==> src/rtl/fetch_ctrl.sv <==
// Instruction fetch sequencer: reads four flash bytes at successive PC values,
// steps the PC once per byte and publishes the little-endian word on o_ir.

module fetch_ctrl_lane #(
  parameter int VEC_W = 8
) (
  input  logic             i_clk,
  input  logic             i_rst,
  input  logic             i_ld,
  input  logic [VEC_W-1:0] i_d,
  output logic [VEC_W-1:0] o_q
);
  logic [VEC_W-1:0] r_q;

  always_ff @(posedge i_clk) begin
    if (i_rst)     r_q <= '0;
    else if (i_ld) r_q <= i_d;
  end

  assign o_q = r_q;
endmodule

module fetch_ctrl #(
  parameter int READ_LAT = 3
) (
  input  logic        i_clk,
  input  logic        i_rst,
  input  logic        i_start,
  input  logic        i_abort,
  input  logic [23:0] i_pc_in,
  output logic [1:0]  o_pc_handle,
  output logic        o_flash_cs,
  output logic        o_flash_we,
  output logic        o_flash_re,
  output logic [23:0] o_flash_addr,
  input  logic [7:0]  i_flash_out,
  output logic        o_busy,
  output logic        o_ir_valid,
  output logic [31:0] o_ir
);
  localparam int NUM_LANES = 4;
  localparam int VEC_W     = 8;
  localparam int CW        = (READ_LAT > 1) ? $clog2(READ_LAT) : 1;

  typedef enum logic [2:0] {
    S_IDLE, S_ADDR, S_WAIT, S_CAPT, S_INC, S_HOLD, S_DONE
  } state_t;

  state_t            r_state, w_state_nxt;
  logic [1:0]        r_idx, w_idx_nxt;
  logic [CW-1:0]     r_cnt, w_cnt_nxt;
  logic [1:0]        r_pch, w_pch_nxt;
  logic              r_cs, w_cs_nxt;
  logic              r_re, w_re_nxt;
  logic [23:0]       r_addr, w_addr_nxt;
  logic              r_busy, w_busy_nxt;
  logic              r_valid, w_valid_nxt;
  logic [31:0]       r_ir, w_ir_nxt;
  logic [NUM_LANES-1:0]            w_lane_ld;
  logic [NUM_LANES-1:0][VEC_W-1:0] w_lane;

  // Byte lanes stay private until DONE copies them into o_ir as a whole word.
  for (genvar l = 0; l < NUM_LANES; l++) begin : g_lane
    fetch_ctrl_lane #(.VEC_W(VEC_W)) u_lane (
      .i_clk (i_clk),
      .i_rst (i_rst),
      .i_ld  (w_lane_ld[l]),
      .i_d   (i_flash_out),
      .o_q   (w_lane[l])
    );
  end

  always_ff @(posedge i_clk) begin
    if (i_rst) begin
      r_state <= S_IDLE;
      r_idx   <= '0;
      r_cnt   <= '0;
      r_pch   <= 2'b00;
      r_cs    <= 1'b0;
      r_re    <= 1'b0;
      r_addr  <= '0;
      r_busy  <= 1'b0;
      r_valid <= 1'b0;
      r_ir    <= '0;
    end else begin
      r_state <= w_state_nxt;
      r_idx   <= w_idx_nxt;
      r_cnt   <= w_cnt_nxt;
      r_pch   <= w_pch_nxt;
      r_cs    <= w_cs_nxt;
      r_re    <= w_re_nxt;
      r_addr  <= w_addr_nxt;
      r_busy  <= w_busy_nxt;
      r_valid <= w_valid_nxt;
      r_ir    <= w_ir_nxt;
    end
  end

  always_comb begin
    w_state_nxt = r_state;
    w_idx_nxt   = r_idx;
    w_cnt_nxt   = r_cnt;
    w_pch_nxt   = 2'b00;
    w_cs_nxt    = r_cs;
    w_re_nxt    = r_re;
    w_addr_nxt  = r_addr;
    w_busy_nxt  = r_busy;
    w_valid_nxt = 1'b0;
    w_ir_nxt    = r_ir;
    w_lane_ld   = '0;
    unique case (r_state)
      S_IDLE: if (i_start) begin
        w_state_nxt = S_ADDR;
        w_busy_nxt  = 1'b1;
        w_idx_nxt   = '0;
      end
      S_ADDR: begin
        w_addr_nxt  = i_pc_in;
        w_cs_nxt    = 1'b1;
        w_re_nxt    = 1'b1;
        w_cnt_nxt   = '0;
        w_state_nxt = S_WAIT;
      end
      // flash_out is valid by the edge that ends the last wait cycle
      S_WAIT: if (r_cnt == CW'(READ_LAT - 1)) begin
        w_lane_ld[r_idx] = 1'b1;
        w_state_nxt      = S_CAPT;
      end else begin
        w_cnt_nxt = r_cnt + 1'b1;
      end
      S_CAPT: begin
        w_cs_nxt    = 1'b0;
        w_re_nxt    = 1'b0;
        w_addr_nxt  = '0;
        w_pch_nxt   = 2'b01;
        w_state_nxt = S_INC;
      end
      S_INC: w_state_nxt = S_HOLD;
      S_HOLD: if (r_idx == 2'd3) begin
        w_state_nxt = S_DONE;
      end else begin
        w_idx_nxt   = r_idx + 2'd1;
        w_state_nxt = S_ADDR;
      end
      S_DONE: begin
        w_ir_nxt    = w_lane;
        w_valid_nxt = 1'b1;
        w_busy_nxt  = 1'b0;
        w_state_nxt = S_IDLE;
      end
      default: w_state_nxt = S_IDLE;
    endcase
    // Abort drops the bus at once; PC steps already issued stay issued.
    if (i_abort && (r_state != S_IDLE)) begin
      w_state_nxt = S_IDLE;
      w_idx_nxt   = '0;
      w_cnt_nxt   = '0;
      w_pch_nxt   = 2'b00;
      w_cs_nxt    = 1'b0;
      w_re_nxt    = 1'b0;
      w_addr_nxt  = '0;
      w_busy_nxt  = 1'b0;
      w_valid_nxt = 1'b0;
      w_ir_nxt    = r_ir;
      w_lane_ld   = '0;
    end
  end

  assign o_pc_handle  = r_pch;
  assign o_flash_cs   = r_cs;
  assign o_flash_we   = 1'b0;
  assign o_flash_re   = r_re;
  assign o_flash_addr = r_addr;
  assign o_busy       = r_busy;
  assign o_ir_valid   = r_valid;
  assign o_ir         = r_ir;
endmodule

==> config.mk <==
export PLATFORM = sky130hd
export DESIGN_NAME = fetch_ctrl
export DESIGN_NICKNAME = d
export VERILOG_FILES = /design/src/rtl/fetch_ctrl.sv
export SDC_FILE = /design/constraint.sdc
export NUM_CORES = 1
export LEC_CHECK = 0
export ABC_AREA = 1
export CORE_MARGIN = 2
export CORE_UTILIZATION = 45
export CTS_CLUSTER_SIZE = 10
export DETAILED_ROUTE_END_ITERATION = 10
export PLACE_DENSITY = 0.8
export SYNTH_ARGS = -nofsm -noshare
export SYNTH_HDL_FRONTEND = slang
export SYNTH_HIERARCHICAL = 1
export SYNTH_SLANG_ARGS = --single-unit
==> constraint.sdc <==
create_clock -name i_clk -period 3.8 [get_ports i_clk]
set_input_delay 0.57 -clock i_clk [delete_from_list [all_inputs] [get_ports i_clk]]
set_output_delay 0.57 -clock i_clk [all_outputs]
set_load 0.005 [all_outputs]
==> impl_metrics.tcl <==
set metrics [dict create \
    setup.worst_path.end_class "flip-flop" \
    cts_tree "built" \
    crit_fanout 33 \
    ctsHoldBuffers 0 \
    multi_input_area_um2 1570 \
    power_density_nw_per_um2 452 \
    crit_arrival_ps 2490 \
    via_count 3325 \
    grt_first_pass_wirelength_um 14600 \
    power_mw 2.29 \
    portBuffers 96 \
    numCtsBuffers 9 \
    status "finished, final reports clean" \
    h-tree-depth 3 \
    ir_worst_vdd_mv 0.244 \
    drcViolationCount 0 \
    nets 629 \
    critical-path-top-delay-family "buffers and inverters" \
    relSlewSlack 0.416 \
    final_util 0.580 \
    detail_route.first_pass.iterations 4 \
    final_cell_mix "nor2_1, dfxtp_1, clkdlybuf4s50_1" \
    start_util 0.463 \
    cts.path.max_buffers 2 \
    synthArstFlopShare 0 \
    antenna_found_initial 0 \
    tightest_slew_ps 875 \
    fillers 780 \
    critical_path.startpoint_type "input port" \
    die_w_um 98.8 \
    clk_pin_slew_ps 90 \
    final_layout_size_suffix_gt1_frac 0.0675 \
    seq_area_frac_synth 0.491 \
    rows 34 \
    syn_area_um2 4040 \
    fp.coreArea_um2 8720 \
    r2r_start "r_state[0]" \
    required_ps 4100 \
    ys_warn_count 6 \
    seq_area_um2 1980 \
    final_common_cell "nor2_1" \
    pin_count 99 \
    grt_pass1_vias 3199 \
    final_hold_viol_count 0 \
    cts-root-buf "clkbuf_8" \
    max_cap_violations 0 \
    syn_inst 510 \
    ant_nets 0 \
    setup-tns-final_ps 0 \
    final-setup-viol-count 0 \
    holdWs_ps 478 \
    post_cts_resized 0 \
    path_common_cell "inv_1" \
    synth.avg_cell_area_um2 7.92 \
    rsz0062_at_grt "false" \
    area_growth_syn_to_layout_pct 25.3 \
    dp_hpwl_um 5870 \
    hp-start "g_lane[1].u_lane/o_q[0]" \
    wire_per_inst_um 12.0 \
    drt_iter0_drc 167 \
    ys.flop_type "dfxtp_1" \
    vias_per_cell 4.74 \
    critPathBufInv 3 \
    fin_crit_ps 2190 \
    cts.sinks 99 \
    synth-seq-cells 99 \
    min_path_type "reg2reg" \
    max_freq_ghz 0.457 \
    min_period_over_period 0.576 \
    post_cts_buffers 0 \
    cp_slowest_stage_delay_ps 680 \
    maxSlewViolCount 0 \
    grt_overflow 0 \
    die_h_um 98.8 \
    finalClockSkew_ps 14.6 \
    num_antenna_cells 0 \
    worstSetupStartpoint "i_rst" \
    clk_latency_ps 370 \
    crit_slowest_cell "inv_1" \
    grt_max_degree 34 \
    crit_path_cell_trace "clkdlybuf4s50_1, inv_1, nand2_4, inv_1, nand2_1, nor2_1" \
    place.gp.congestion 0.843 \
    leakagePower_nw 2.23 \
    synth_edf_count 0 \
    grt.total_usage 0.182 \
    path_class "in2reg" \
    routed_wirelength_um 8440 \
    synth_cell_type_count 27 \
    fp.dieArea_um2 9750 \
]
[logic make-up (layout without fill, tap and decap cells)]
kind of cell	count (synthesis)	count (layout)	share of synthesized area
other	1	2	0.000928
buffers and inverters	82	164	0.121
adder cells (fa/ha/maj)	5	5	0.0155
flip-flops	99	99	0.491
AND/OR/NAND/NOR	258	258	0.273
AO/OA/AOI/OAI	65	65	0.0988
[state kept, by name, summed over array words and instances, names as in the netlist]
| register | cells |
|---|---|
| o_ir_valid | 1 |
| r_idx | 2 |
| r_cnt | 2 |
| o_ir | 32 |
| o_flash_addr | 24 |
| o_busy | 1 |
| o_flash_re | 1 |
| g_lane.u_lane/o_q | 32 |
| r_state | 3 |
| o_pc_handle | 1 |
[metrics by stage]
stage | std cells | setup WS (ps) | cell area [um2]
after floorplan | 511 | 2360 | 4040
after global placement | 685 | 1360 | 4850
after detailed placement | 685 | 1220 | 4850
after CTS | 701 | 1600 | 5060
after global routing | 701 | 1340 | 5060
final | 701 | 1610 | 5060
[synth_stat cells, types with 2 or more instances]
cell type	n	area (um2)
a21oi_2	3	26.3
a22oi_1	24	180
a31oi_1	2	12.5
buf_2	2	10.0
buf_4	4	30.0
buf_6	21	236
clkbuf_1	3	11.3
dfxtp_1	99	1980
ha_1	5	62.6
inv_1	48	180
inv_2	2	7.51
inv_4	2	12.5
nand2_1	69	259
nand2_2	4	25.0
nand2_4	4	45.0
nand3_1	11	55.1
nand4_1	5	31.3
nor2_1	155	582
nor2_2	5	31.3
nor2_8	2	40.0
o21ai_0	22	110
o21ai_1	13	65.1
[worst register-to-register path, cell delays in order (launching register included)]
cell and delay [ps]:
dfxtp_1 470, nor2_8 230, nand2_1 90, nor2_1 230, nand3_1 120, inv_1 370
nand2_1 110, nand2_1 90, nor2_2 30
[per-layer routing]
metal	vias up	part of all wire	track usage	wire length (um)
li1	1732	-	-	-
met1	1494	0.47	0.246	3960
met2	92	0.45	0.278	3770
met3	7	0.072	0.0489	604
met4	0	0.011	0.0748	97
met5	-	0	0	0
[layout make-up]
| class | instances | share of cell area |
|---|---|---|
| clock inverters | 6 | 0.0141 |
| inverters | 52 | 0.0396 |
| well taps | 108 | 0.0267 |
| flip-flops and latches | 99 | 0.392 |
| repair buffers | 96 | 0.190 |
| clock buffers | 10 | 0.0272 |
| multi-input cells | 330 | 0.311 |
[where the power goes]
part / switching (mW) / internal, mW
sequential: 0.0593 / 1.10
combinational: 0.228 / 0.207
clock: 0.371 / 0.328
[path summary, 6_finish.rpt]
| path | slack [ps] | to | cells past startpoint |
|---|---|---|---|
| worst min-delay path | 480 | g_lane[1].u_lane/o_q[0] | 2 |
| worst max register to register | 1950 | g_lane[2].u_lane/o_q[6] | 8 |
| worst max-delay path | 1610 | r_idx[0] | 6 |
| worst min register to register | 480 | g_lane[1].u_lane/o_q[0] | 2 |
Note: power is estimated with default switching activity, not from simulation.
